`config.mk`:
```
export PLATFORM = sky130hd
export DESIGN_NAME = uart_tx_fifo
export DESIGN_NICKNAME = d
export VERILOG_FILES = /design/src/rtl/uart_pkg.sv /design/src/rtl/sync_fifo.sv /design/src/rtl/uart_tx_fifo.sv
export SDC_FILE = /design/constraint.sdc
export NUM_CORES = 1
export LEC_CHECK = 0
export CAP_MARGIN = 20
export CORE_MARGIN = 2
export CORE_UTILIZATION = 53
export DETAILED_ROUTE_END_ITERATION = 12
export PLACE_DENSITY = 0.67
export SLEW_MARGIN = 0
export SYNTH_ARGS = -nofsm -noshare
export SYNTH_HDL_FRONTEND = slang
export SYNTH_SLANG_ARGS = --single-unit
export TNS_END_PERCENT = 1
```
`constraint.sdc`:
```
create_clock -name clk_in -period 4.6 [get_ports clk_in]
set_input_delay 1.15 -clock clk_in [delete_from_list [all_inputs] [get_ports clk_in]]
set_output_delay 1.15 -clock clk_in [all_outputs]
set_load 0.005 [all_outputs]
```
`src/rtl/uart_pkg.sv`:
```
// uart_pkg: shared types and constants for the UART blocks (uart_tx_fifo, uart_rx).
//   tx_state_t          transmitter FSM states; PARITY is always present so the
//                       encoding is the same whether or not parity is built in
//   DEFAULT_BAUD_COUNT  clk cycles per bit (115200 baud at 74.25 MHz)
//   UART_DATA_BITS      data bits per frame
//   UART_IDLE_LEVEL     line level when nothing is being sent
package uart_pkg;

  typedef enum logic [2:0] {
    IDLE   = 3'd0,
    START  = 3'd1,
    DATA   = 3'd2,
    PARITY = 3'd3,
    STOP   = 3'd4
  } tx_state_t;

  localparam int unsigned DEFAULT_BAUD_COUNT = 645;
  localparam int unsigned UART_DATA_BITS     = 8;
  localparam logic        UART_IDLE_LEVEL    = 1'b1;

  // Even parity bit: XOR of all data bits.
  function automatic logic even_parity(input logic [UART_DATA_BITS-1:0] d);
    return ^d;
  endfunction

endpackage

```
`src/rtl/sync_fifo.sv`:
```
// sync_fifo: single-clock FIFO with registered full/empty flags and occupancy.
//   i_clk, i_rst_n   clock, asynchronous active-low reset (clears pointers only)
//   i_wr_en/i_wr_data  push; ignored while full, even if a pop happens that cycle
//   i_rd_en          pop head; ignored while empty
//   o_rd_data_c      current head entry (combinational read)
//   o_full, o_empty  registered status
//   o_count          registered occupancy, 0..DEPTH
module sync_fifo #(
  parameter int unsigned WIDTH = 8,
  parameter int unsigned DEPTH = 16
) (
  input  logic                     i_clk,
  input  logic                     i_rst_n,
  input  logic                     i_wr_en,
  input  logic [WIDTH-1:0]         i_wr_data,
  input  logic                     i_rd_en,
  output logic [WIDTH-1:0]         o_rd_data_c,
  output logic                     o_full,
  output logic                     o_empty,
  output logic [$clog2(DEPTH):0]   o_count
);

  localparam int unsigned AW = $clog2(DEPTH);
  localparam int unsigned CW = AW + 1;

  logic [WIDTH-1:0] r_mem [DEPTH];
  logic [AW:0]      r_wr_ptr;
  logic [AW:0]      r_rd_ptr;
  logic [CW-1:0]    r_count;
  logic             r_full;
  logic             r_empty;

  logic             w_push;
  logic             w_pop;
  logic [AW:0]      w_wr_ptr_next;
  logic [AW:0]      w_rd_ptr_next;
  logic [CW-1:0]    w_count_next;

  assign w_push = i_wr_en && !r_full;
  assign w_pop  = i_rd_en && !r_empty;

  // Pointers carry an extra wrap bit so equal low bits can mean full or empty.
  always_comb begin : ptr_next
    w_wr_ptr_next = r_wr_ptr;
    w_rd_ptr_next = r_rd_ptr;
    w_count_next  = r_count;
    if (w_push) w_wr_ptr_next = r_wr_ptr + (AW+1)'(1);
    if (w_pop)  w_rd_ptr_next = r_rd_ptr + (AW+1)'(1);
    w_count_next = r_count + CW'(w_push) - CW'(w_pop);
  end

  // Status and pointer registers.
  always_ff @(posedge i_clk or negedge i_rst_n) begin
    if (!i_rst_n) begin
      r_wr_ptr <= '0;
      r_rd_ptr <= '0;
      r_count  <= '0;
      r_full   <= 1'b0;
      r_empty  <= 1'b1;
    end else begin
      r_wr_ptr <= w_wr_ptr_next;
      r_rd_ptr <= w_rd_ptr_next;
      r_count  <= w_count_next;
      r_full   <= (w_wr_ptr_next[AW] != w_rd_ptr_next[AW]) &&
                  (w_wr_ptr_next[AW-1:0] == w_rd_ptr_next[AW-1:0]);
      r_empty  <= (w_wr_ptr_next == w_rd_ptr_next);
    end
  end

  // Storage has no reset; stale entries are unreachable once pointers clear.
  always_ff @(posedge i_clk) begin
    if (w_push) r_mem[r_wr_ptr[AW-1:0]] <= i_wr_data;
  end

  assign o_rd_data_c = r_mem[r_rd_ptr[AW-1:0]];
  assign o_full      = r_full;
  assign o_empty     = r_empty;
  assign o_count     = r_count;

endmodule

```
`src/rtl/uart_tx_fifo.sv`:
```
// uart_tx_fifo: buffered 8N1/8N2 UART transmitter with CTS flow control.
//   clk_in     clock
//   rst_in_n   asynchronous active-low reset (line goes idle, FIFO emptied)
//   data_in    byte to send, accepted when valid_in && ready_out at a rising edge
//   valid_in   data_in valid
//   ready_out  FIFO not full
//   cts_n_in   clear-to-send, active low, asynchronous; checked only at frame start
//   tx_out     serial line, idle high
//   busy_out   a frame is on the line or bytes are waiting
//   count_out  FIFO occupancy
// Build option: define UART_TX_PARITY_EN to add an even-parity bit after the data.
module uart_tx_fifo
  import uart_pkg::*;
#(
  parameter int unsigned BAUD_COUNT = DEFAULT_BAUD_COUNT,
  parameter int unsigned FIFO_DEPTH = 16,
  parameter int unsigned STOP_BITS  = 1
) (
  input  logic                          clk_in,
  input  logic                          rst_in_n,
  input  logic [UART_DATA_BITS-1:0]     data_in,
  input  logic                          valid_in,
  output logic                          ready_out,
  input  logic                          cts_n_in,
  output logic                          tx_out,
  output logic                          busy_out,
  output logic [$clog2(FIFO_DEPTH):0]   count_out
);

  localparam int unsigned CW = $clog2(FIFO_DEPTH) + 1;
  localparam int unsigned BW = $clog2(BAUD_COUNT);
  localparam logic [2:0]  BIT_LAST  = 3'(UART_DATA_BITS - 1);
  localparam logic [2:0]  STOP_LAST = 3'(STOP_BITS - 1);

  logic                      r_cts_meta;
  logic                      r_cts_sync;
  logic                      w_cts_ok;

  logic                      w_full;
  logic                      w_empty;
  logic [UART_DATA_BITS-1:0] w_head;
  logic [CW-1:0]             w_count;
  logic                      w_pop;
  logic                      w_start_ok;

  tx_state_t                 r_state;
  tx_state_t                 w_state_next;
  logic [BW-1:0]             r_baud;
  logic [BW-1:0]             w_baud_next;
  logic [BW-1:0]             w_baud_inc;
  logic                      w_bit_end;
  logic [2:0]                r_bit;
  logic [2:0]                w_bit_next;
  logic [UART_DATA_BITS-1:0] r_shift;
  logic [UART_DATA_BITS-1:0] w_shift_next;
  logic                      r_tx;
  logic                      w_tx_next;
  logic                      r_busy;
`ifdef UART_TX_PARITY_EN
  logic                      r_parity;
  logic                      w_parity_next;
`endif

  // Two-flop synchroniser; reset to "not clear" so nothing starts before it settles.
  always_ff @(posedge clk_in or negedge rst_in_n) begin
    if (!rst_in_n) begin
      r_cts_meta <= 1'b1;
      r_cts_sync <= 1'b1;
    end else begin
      r_cts_meta <= cts_n_in;
      r_cts_sync <= r_cts_meta;
    end
  end

  assign w_cts_ok = !r_cts_sync;

  sync_fifo #(
    .WIDTH (UART_DATA_BITS),
    .DEPTH (FIFO_DEPTH)
  ) u_fifo (
    .i_clk       (clk_in),
    .i_rst_n     (rst_in_n),
    .i_wr_en     (valid_in),
    .i_wr_data   (data_in),
    .i_rd_en     (w_pop),
    .o_rd_data_c (w_head),
    .o_full      (w_full),
    .o_empty     (w_empty),
    .o_count     (w_count)
  );

  assign w_start_ok = !w_empty && w_cts_ok;
  assign w_baud_inc = r_baud + BW'(1);
  assign w_bit_end  = (r_baud == BW'(BAUD_COUNT - 1));

  // Next-state logic; the line level is derived from the current state and
  // registered, so tx_out follows the FSM by one cycle throughout the frame.
  always_comb begin : fsm_next
    w_state_next = r_state;
    w_baud_next  = r_baud;
    w_bit_next   = r_bit;
    w_shift_next = r_shift;
    w_pop        = 1'b0;
    w_tx_next    = UART_IDLE_LEVEL;
`ifdef UART_TX_PARITY_EN
    w_parity_next = r_parity;
`endif
    case (r_state)
      IDLE: begin
        w_baud_next = '0;
        w_bit_next  = '0;
        if (w_start_ok) begin
          w_state_next = START;
          w_pop        = 1'b1;
        end
      end
      START: begin
        w_tx_next   = 1'b0;
        w_baud_next = w_baud_inc;
        if (w_bit_end) begin
          w_state_next = DATA;
          w_baud_next  = '0;
          w_bit_next   = '0;
        end
      end
      DATA: begin
        w_tx_next   = r_shift[0];
        w_baud_next = w_baud_inc;
        if (w_bit_end) begin
          w_baud_next  = '0;
          w_shift_next = {1'b0, r_shift[UART_DATA_BITS-1:1]};
          if (r_bit == BIT_LAST) begin
            w_bit_next = '0;
`ifdef UART_TX_PARITY_EN
            w_state_next = PARITY;
`else
            w_state_next = STOP;
`endif
          end else begin
            w_bit_next = r_bit + 3'd1;
          end
        end
      end
`ifdef UART_TX_PARITY_EN
      PARITY: begin
        w_tx_next   = r_parity;
        w_baud_next = w_baud_inc;
        if (w_bit_end) begin
          w_state_next = STOP;
          w_baud_next  = '0;
        end
      end
`endif
      STOP: begin
        w_tx_next   = UART_IDLE_LEVEL;
        w_baud_next = w_baud_inc;
        // r_bit counts stop bits here; back-to-back frames skip IDLE entirely.
        if (w_bit_end) begin
          w_baud_next = '0;
          if (r_bit == STOP_LAST) begin
            w_bit_next = '0;
            if (w_start_ok) begin
              w_state_next = START;
              w_pop        = 1'b1;
            end else begin
              w_state_next = IDLE;
            end
          end else begin
            w_bit_next = r_bit + 3'd1;
          end
        end
      end
      default: begin
        w_state_next = IDLE;
      end
    endcase

    // Frame start: move the FIFO head into the shift register.
    if (w_pop) begin
      w_shift_next = w_head;
`ifdef UART_TX_PARITY_EN
      w_parity_next = even_parity(w_head);
`endif
    end
  end

  // FSM and output registers.
  always_ff @(posedge clk_in or negedge rst_in_n) begin
    if (!rst_in_n) begin
      r_state <= IDLE;
      r_baud  <= '0;
      r_bit   <= '0;
      r_shift <= '0;
      r_tx    <= UART_IDLE_LEVEL;
      r_busy  <= 1'b0;
`ifdef UART_TX_PARITY_EN
      r_parity <= 1'b0;
`endif
    end else begin
      r_state <= w_state_next;
      r_baud  <= w_baud_next;
      r_bit   <= w_bit_next;
      r_shift <= w_shift_next;
      r_tx    <= w_tx_next;
      r_busy  <= (r_state != IDLE) || (w_count != '0);
`ifdef UART_TX_PARITY_EN
      r_parity <= w_parity_next;
`endif
    end
  end

  assign ready_out = !w_full;
  assign count_out = w_count;
  assign tx_out    = r_tx;
  assign busy_out  = r_busy;

endmodule

```
# --- Yosys cells after proc, flatten, opt, wreduce, memory -nomap -nowiden ---
# Memory sizes are Yosys's and may differ from the RTL's.
# Cells that the tools add are included.
totals:
  ff_bits: 45
  latch_bits: 0
  mem_bits_rw: 128
  rom_bits: 0
  out_inout_bits: 8
  wordCells: 82
  n_memories: 1
op_classes:
  n_addsub: 6
  n_mul: 0
  div: 0
  n_lt_le_gt_ge: 0
  eq_ne: 14
  n_shift: 0
  muxes: 28
  bitwise: 0
  reduce_logical: 20
memory_table:
  columns: ["memory", "depth", "word_bits", "rd", "rd_clocked_by_memory_dff", "wr", "line", "text"]
  rows:
  - ["u_fifo.r_mem", 16, 8, 1, 0, 1, "sync_fifo.sv:26", "logic [WIDTH-1:0] r_mem [DEPTH];"]
op_table:
  columns: ["op", "n"]
  rows:
  - ["$mux 3", 11]
  - ["$mux 8", 3]
  - ["$pmux 3 s4", 2]
  - ["$pmux 10 s2", 1]
  - ["$ne 2x2->1 const B", 6]
  - ["$add 10x1->10 const B", 1]
  - ["$add 5x1->5 const B", 2]
  - ["$eq 10x10->1 const B", 1]
  - ["$mux 10", 1]
  - ["$mux 5", 2]
  - ["$eq 3x3->1 const B", 2]
  - ["$logic_not 3->1", 2]
  - ["$mux 1", 6]
  - ["$reduce_and 6->1", 1]
  - ["$reduce_bool 2->1", 3]
  - ["$add 5x1->5", 1]
  - ["$eq 5x5->1", 1]
  - ["$reduce_bool 5->1", 1]
  - ["$sub 5x1->5", 1]
  - ["$eq 4x4->1", 1]
  - ["$logic_and 1x1->1", 4]
  - ["$pmux 1 s2", 2]
  - ["$reduce_and 4->1", 1]
  - ["$reduce_bool 4->1", 1]
  - ["other kinds (9)", 11]

# --- Depth between registers and ports, before layout ---
# Gate-level depths: netlist (run 1).
logic_depth:
  depth_word: 10
  depth_mapped: 15

# --- By module ---
# A second synthesis (run 1) with hierarchy kept.
hier_totals:
  hier_cells: 443
  area_unflattened_um2: 7508.5
modules_own_cells:
  columns: ["module", "n_inst", "cells_each", "area_per_inst_um2", "seq_area_each_um2"]
  rows:
  - ["sync_fifo", 1, 303, 5886.9, 4270.3]
  - ["uart_tx_fifo", 1, 140, 1621.6, 704.4]

# --- Worst setup path before layout (run 1) ---
# Ideal clock, no wire load.
synth_timing:
  kind: "reg-to-reg"
  from: "register r_bit[0]"
  to: "register u_fifo.r_count[4], in the netlist u_fifo.o_count[4]"
  arrival_time_ps: 2751
  required_ps: 4477
  path_slack_ps: 1726
  stages_incl_launch_ff: 16
  path_cell_list: "dfrtp_1 inv_1 ha_1 nor4b_1 nand4bb_1 a211oi_1 buf_2 buf_4 ha_1 inv_1 ha_1 fa_1 a21oi_1 nor2_1 nor2_1 xnor2_1"
synth_between:
  elab_chain_cells: 6
synth_lines:
  columns: ["item", "line", "text"]
  rows:
  - ["start, declared", "uart_tx_fifo.sv:52", "logic [2:0] r_bit;"]
  - ["start signal, assigned", "uart_tx_fifo.sv:202", "r_bit <= w_bit_next;"]
  - ["$logic_not 3->1", "uart_tx_fifo.sv:160", "if (r_bit == STOP_LAST) begin"]
  - ["$mux 1", "uart_tx_fifo.sv:160", null]
  - ["$mux 1", "uart_tx_fifo.sv:158", "if (w_bit_end) begin"]
  - ["$pmux 1 s2", "uart_tx_fifo.sv:108", "case (r_state)"]
  - ["$logic_and 1x1->1", "sync_fifo.sv:40", "assign w_pop = i_rd_en && !r_empty;"]
  - ["$sub 5x1->5", "sync_fifo.sv:49", "w_count_next = r_count + CW'(w_push) - CW'(w_pop);"]
  - ["named net u_fifo.w_count_next[4]", "sync_fifo.sv:37", "logic [CW-1:0] w_count_next;"]
  - ["end signal, assigned", "sync_fifo.sv:63", "r_count <= w_count_next;"]
  - ["end, declared", "sync_fifo.sv:29", "logic [CW-1:0] r_count;"]
# The timed path passes the listed nets, and every way through them passes these cells.
# A chain may end at the register's enable or synchronous reset.

# --- Worst setup path in the final report (run 1) ---
layout_timing:
  from: "input valid_in"
  to: "register u_fifo.r_empty, in the netlist u_fifo.o_empty"
layout_between:
  elab_chain_cells: 3
layout_lines:
  columns: ["item", "line", "text"]
  rows:
  - ["start, declared", "uart_tx_fifo.sv:22", "input logic valid_in,"]
  - ["$logic_and 1x1->1", "sync_fifo.sv:39", "assign w_push = i_wr_en && !r_full;"]
  - ["$mux 5", "sync_fifo.sv:47", "if (w_push) w_wr_ptr_next = r_wr_ptr + (AW+1)'(1);"]
  - ["named net u_fifo.w_wr_ptr_next[4]", "sync_fifo.sv:35", "logic [AW:0] w_wr_ptr_next;"]
  - ["$eq 5x5->1", "sync_fifo.sv:66", "r_empty <= (w_wr_ptr_next == w_rd_ptr_next);"]
  - ["end signal, assigned", "sync_fifo.sv:66", null]
  - ["end, declared", "sync_fifo.sv:31", "logic r_empty;"]
# The timed path passes the listed nets, and every way through them passes these cells.

==> run metrics, run 1 <==
Detail Route Antenna Nets=0; full die area=14,900 sq um; total chip power=4.04 mW; ys async rst share=0.260; Worst Path Arrival=3.41 ns; Starting Density=0.538; post-cts sizing count=0; setup violators final=0; Final nets=507; number of DRC markers in iteration 0=333; largest net degree at the start of global routing=46; Mapped Cells=453; area delta synth->final=13.6%; CP startpoint kind=primary input; Yosys cell types=57; Seq/Total Area, Yosys=0.671; total CTS buffers=17; Sequential cell area=4980 sq um; initial antenna violation count=0; CP Max Fanout=13; WL final=14,200 um; GRT Total Usage=0.212; final hold violation count=0; peak supply drop=0.439 mV; mapped cell area=7410 sq um; Buf/Inv on CP=2; number of global-route vias before repair=3,922; Placeable Area=13,800 sq um; Clock Path Buffers=2; Max Cap Viol=0; Hold Path Class=flip-flop to flip-flop; share of post-route cells with drive strength above 1=0.202; slew at the pin with the worst max-slew slack=0.937 ns; DRC Markers=0; hold buffer count at CTS=0; Crit path required time=4.95 ns; Slew headroom=0.375; CP top delay family=simple AND/OR/NAND/NOR gates; average wire per standard cell=21.3 um; CP Class=primary input to flip-flop; RSZ-0062 raised after global routing=no; most common cell after layout, fill and taps aside=edfxtp_1; Rows=43; clk slew on worst S/H paths=0.07 ns; pre-CTS worst setup slack=1.09 ns; crit-path cells=clkdlybuf4s50_1 -> nor2b_2 -> nand2_2 -> nor2_1 -> buf_4 -> xor2_1 -> xor2_1 -> nor3b_1; Port Buffers=19; multi-input logic area=2260 sq um; HPWL Detailed=9360 um; DR vias=3,898; CTS tree=built; CP Capture Type=flip-flop; Hold WS=0.359 ns; H-Tree Depth=4; GRT overflow=0; Post-synth top flop=edfxtp_1; clk_lat worst skew=0.43 ns; most used cell, CP=xor2_1; Top Ports=20; routability congestion estimate=0.780; root buffer cell=clkbuf_16; CP max-delay cell=clkdlybuf4s50_1; n_diodes=0; Sink Count=173; leak pwr=2.99 nW; max-slew violation count=0; Min Clock Period, post-route=3.07 ns; Peak Freq=326 MHz; Die Y=122 um; commonest non-fill, non-tap cells in the layout=128 x edfxtp_1, 41 x mux4_2, 40 x dfrtp_1, 34 x nand2_1, 25 x nor2_1; register bit total from synthesis=173; delay of the slowest critical-path stage=0.50 ns; Syn. warnings=0; first drt pass iteration count=5; Setup Fix Bufs, Post-CTS=0; Final Worst Setup Slack=1.53 ns; via/cell ratio=5.82; Synth Net Count=482; fillcell total=1,042; sum of negative setup slack=0 ns; status=finished clean; skew final=0.0196 ns; Mean Syn Cell Area=16.4 sq um; Final period util=0.667; pwr dens=479 nW/um^2; first-pass GRT wire length=22,600 um; EDFF count, synth=128; Die Width=122 um
==> worst reg2reg max path, delay by kind of cell (launching register included) <==
family / cells / cell delay, ns
AOI/OAI and AO/OA: 2 / 0.40
DFF: 1 / 0.41
adders and majority gates: 4 / 0.96
xor gates and xnor gates: 1 / 0.12
buffers and inverters: 3 / 0.37
and+or+nand+nor: 4 / 0.66
==> where the power goes <==
group	switching (mW)	leakage [nW]	internal (mW)	total, mW
Combinational	0.306	0.983	0.255	0.561
Clock	0.612	0.305	0.919	1.53
Sequential	0.0896	1.70	1.85	1.94
==> kinds of logic after synthesis <==
logic type	Yosys count	share of synthesized area
AO/OA/AOI/OAI	52	0.0452
multiplexers	47	0.133
adder cells (fa/ha/maj)	17	0.0297
AND/OR/NAND/NOR	108	0.0736
XOR/XNOR	18	0.0231
buffers and inverters	38	0.0241
flip-flops	173	0.671
==> registers in the layout, summed over array words and instances (netlist names) <==
register         flops
u_fifo.r_mem       128
r_baud              10
r_shift              8
u_fifo.o_count       5
u_fifo.r_rd_ptr      5
u_fifo.r_wr_ptr      5
r_bit                3
r_state              3
busy_out             1
r_cts_meta           1
r_cts_sync           1
tx_out               1
u_fifo.o_empty       1
u_fifo.o_full        1
==> worst paths after layout <==
path | start | to | slack (ns) | depth (start not counted)
setup / recovery | valid_in | u_fifo.o_empty | 1.53 | 8
hold / removal | r_cts_meta | r_cts_sync | 0.36 | 0
setup reg to reg | r_bit[0] | u_fifo.o_count[4] | 1.61 | 14
hold reg to reg | r_cts_meta | r_cts_sync | 0.36 | 0
max in group asynchronous | rst_in_n | tx_out | 3.51 | 2
min in group asynchronous | rst_in_n | r_baud[9] | 0.56 | 1
==> through the flow <==
stage / cells / cell area (sq um) / util
global route: 670 / 8420 / 0.611
CTS: 669 / 8400 / 0.610
floorplan: 453 / 7410 / -
finish: 670 / 8420 / 0.611
global placement: 638 / 7770 / 0.564
detailed placement: 638 / 7770 / 0.564
==> cell usage after synthesis, drive strengths merged (4+ instances only) <==
cell type / instances / area share
inv: 16 / 0.0081
nor3: 8 / 0.0054
buf: 11 / 0.010
xor2: 7 / 0.0083
edfxtp: 128 / 0.52
mux2i: 5 / 0.0068
xnor2: 10 / 0.012
dfstp: 4 / 0.014
mux4: 41 / 0.12
dfrtp: 41 / 0.14
nand4: 4 / 0.0042
nand3: 4 / 0.0027
nor2: 25 / 0.013
and3: 6 / 0.0051
clkbuf: 11 / 0.0056
ha: 16 / 0.027
a21oi: 8 / 0.0054
nand2: 35 / 0.018
or2: 5 / 0.0046
nand2b: 8 / 0.0068
o21ai: 23 / 0.016
==> area by class of cell <==
class / count / area share
Clock buffer: 17 / 0.0505
Inverter: 16 / 0.00713
Sequential cell: 173 / 0.591
Multi-Input combinational cell: 242 / 0.269
Timing Repair Buffer: 28 / 0.0315
Clock inverter: 14 / 0.0245
Tap cell: 180 / 0.0267
==> layer usage <==
layer,track usage,wire length [um],vias up
met2,0.326,6970,102
met3,0.0465,550,20
met5,0,0,-
met1,0.297,6390,2003
met4,0.0848,340,0
li1,-,-,1773
Power figures use the tool's default switching activity.
==> run 2, diff against run 1 <==
--- a/config.mk
+++ b/config.mk
@@ -9,7 +9,7 @@
 export CORE_MARGIN = 2
 export CORE_UTILIZATION = 53
 export DETAILED_ROUTE_END_ITERATION = 12
-export PLACE_DENSITY = 0.67
+export PLACE_DENSITY = 0.7
 export SLEW_MARGIN = 0
 export SYNTH_ARGS = -nofsm -noshare
 export SYNTH_HDL_FRONTEND = slang
==> constraint.sdc (replaced) <==
create_clock -name clk_in -period 2.5 [get_ports clk_in]
set_input_delay 0.625 -clock clk_in [delete_from_list [all_inputs] [get_ports clk_in]]
set_output_delay 0.625 -clock clk_in [all_outputs]
set_load 0.005 [all_outputs]
==> run metrics, run 2 (synthesis gave the netlist of run 1 again) <==
final core utilization=0.629; routability congestion estimate=0.788; sum of negative setup slack=0 ns; CTS tree=built; Detail Route Antenna Nets=0; worst reg2reg path endpoint=u_fifo.o_count[4]; Sink Count=173; root buffer cell=clkbuf_16; RSZ-0062 raised after global routing=yes; max FFs per register=128; CP Launch Point=r_bit[0]; Peak Freq=410 MHz; Port Buffers=19; final hold violation count=0; Max Cap Viol=0; status=finished clean; placed instance count=665; CP Capture Point=u_fifo.o_count[4]; Die Width=122 um; Final period util=0.975; total CTS buffers=17; peak supply drop=0.838 mV; Clock Path Buffers=2; Rows=43; clk slew on worst S/H paths=0.07 ns; total chip power=7.24 mW; Final Worst Setup Slack=0.0620 ns; via/cell ratio=5.64; most common cell after layout, fill and taps aside=edfxtp_1; most used cell, CP=nor2_1; CP startpoint kind=flip-flop; hold buffer count at CTS=0; CP Capture Type=flip-flop; setup violators final=0; number of DRC markers in iteration 0=260; Die Y=122 um; CP Class=flip-flop to flip-flop; delay of the slowest critical-path stage=0.39 ns; initial antenna violation count=0; Hold WS=0.242 ns; pre-CTS worst setup slack=-0.0254 ns; Placeable Area=13,800 sq um; WL final=13,400 um; post-route cell area=8660 sq um; commonest non-fill, non-tap cells in the layout=128 x edfxtp_1, 41 x mux4_2, 40 x dfrtp_1, 36 x buf_4, 34 x nand2_1; GRT overflow=0; Final nets=537; final non-filler cell total=701; crit-path cells=inv_1 -> ha_2 -> nor4b_4 -> nand4bb_1 -> a211oi_2 -> ha_1 -> inv_2 -> ha_4 -> fa_2 -> a21oi_2 -> nor2_1 -> nor2_1 -> xnor2_1; CP max-delay cell=dfrtp_1; full die area=14,900 sq um; slew at the pin with the worst max-slew slack=0.684 ns; leak pwr=3.13 nW; number of global-route vias before repair=4,149; HPWL Detailed=8630 um; largest net degree at the start of global routing=36; DP Area=8010 sq um; share of post-route cells with drive strength above 1=0.261; CP Max Fanout=2; first drt pass iteration count=4; DR vias=3,955; R2R Setup Slk=0.06 ns; Slew headroom=0.544; cells on worst reg2reg path=13; clk_lat worst skew=0.43 ns; Crit path required time=2.85 ns; pwr dens=835 nW/um^2; first-pass GRT wire length=22,100 um; max-slew violation count=0; GRT Total Usage=0.204; DRC Markers=0; Top Ports=20; average wire per standard cell=19.1 um; Starting Density=0.538; FF-to-FF Start=r_bit[0]; skew final=0.0130 ns; H-Tree Depth=4; area delta synth->final=16.9%; n_diodes=0; Hold Path Class=primary input to asynchronous set/reset pin; Worst Path Arrival=2.78 ns; Min Clock Period, post-route=2.44 ns
run 2: repair_timing:
action | in CTS | in global routing
resized for setup | 7 | 0
endpoints found under the hold margin | 0 | 0
pin swaps | 8 | 6
setup endpoints to repair | 1 | 4
buffers inserted | 3 | 1
run 2: cell type report:
class	instances	area (sq um)
Multi-Input combinational cell	242	2300
Tap cell	180	225
Clock inverter	15	170
Fill cell	995	5110
Inverter	16	60.1
Timing Repair Buffer	58	507
Sequential cell	173	4980
Clock buffer	17	425
run 2: routing by layer:
layer  up-vias  share of wire  track usage
li1       1835              -            -
met4         0          0.013       0.0682
met5         -              0            0
met1      2024           0.43        0.269
met3        13          0.036       0.0525
met2        83           0.52        0.334
run 2: power breakdown:
group / total [mW] / switching [mW] / leakage, nW / internal, mW
sequential: 3.56 / 0.152 / 1.70 / 3.41
clock: 2.54 / 1.21 / 0.278 / 1.33
combinational: 1.13 / 0.584 / 1.15 / 0.550
total: 7.24 / 1.94 / 3.13 / 5.29
run 2: how the worst min path moves through the flow:
stage               start          to  slack, ns  depth (start not counted)
4_1_cts          rst_in_n  r_shift[1]       0.26                          1
5_1_grt          rst_in_n    r_bit[1]       0.29                          1
6_report         rst_in_n  r_shift[1]       0.24                          1
2_1_floorplan    rst_in_n    busy_out       0.33                          0
3_5_place_dp   r_cts_meta  r_cts_sync       0.35                          0
3_3_place_gp   r_cts_meta  r_cts_sync       0.35                          0
run 2: critical path: cells and delay by family, from the launching register on:
family,cells,cell delay (ns)
fa+ha+maj,4,0.84
flops,1,0.39
simple gates,4,0.51
buf+inv,2,0.11
compound gates,2,0.38
xor+xnor,1,0.12
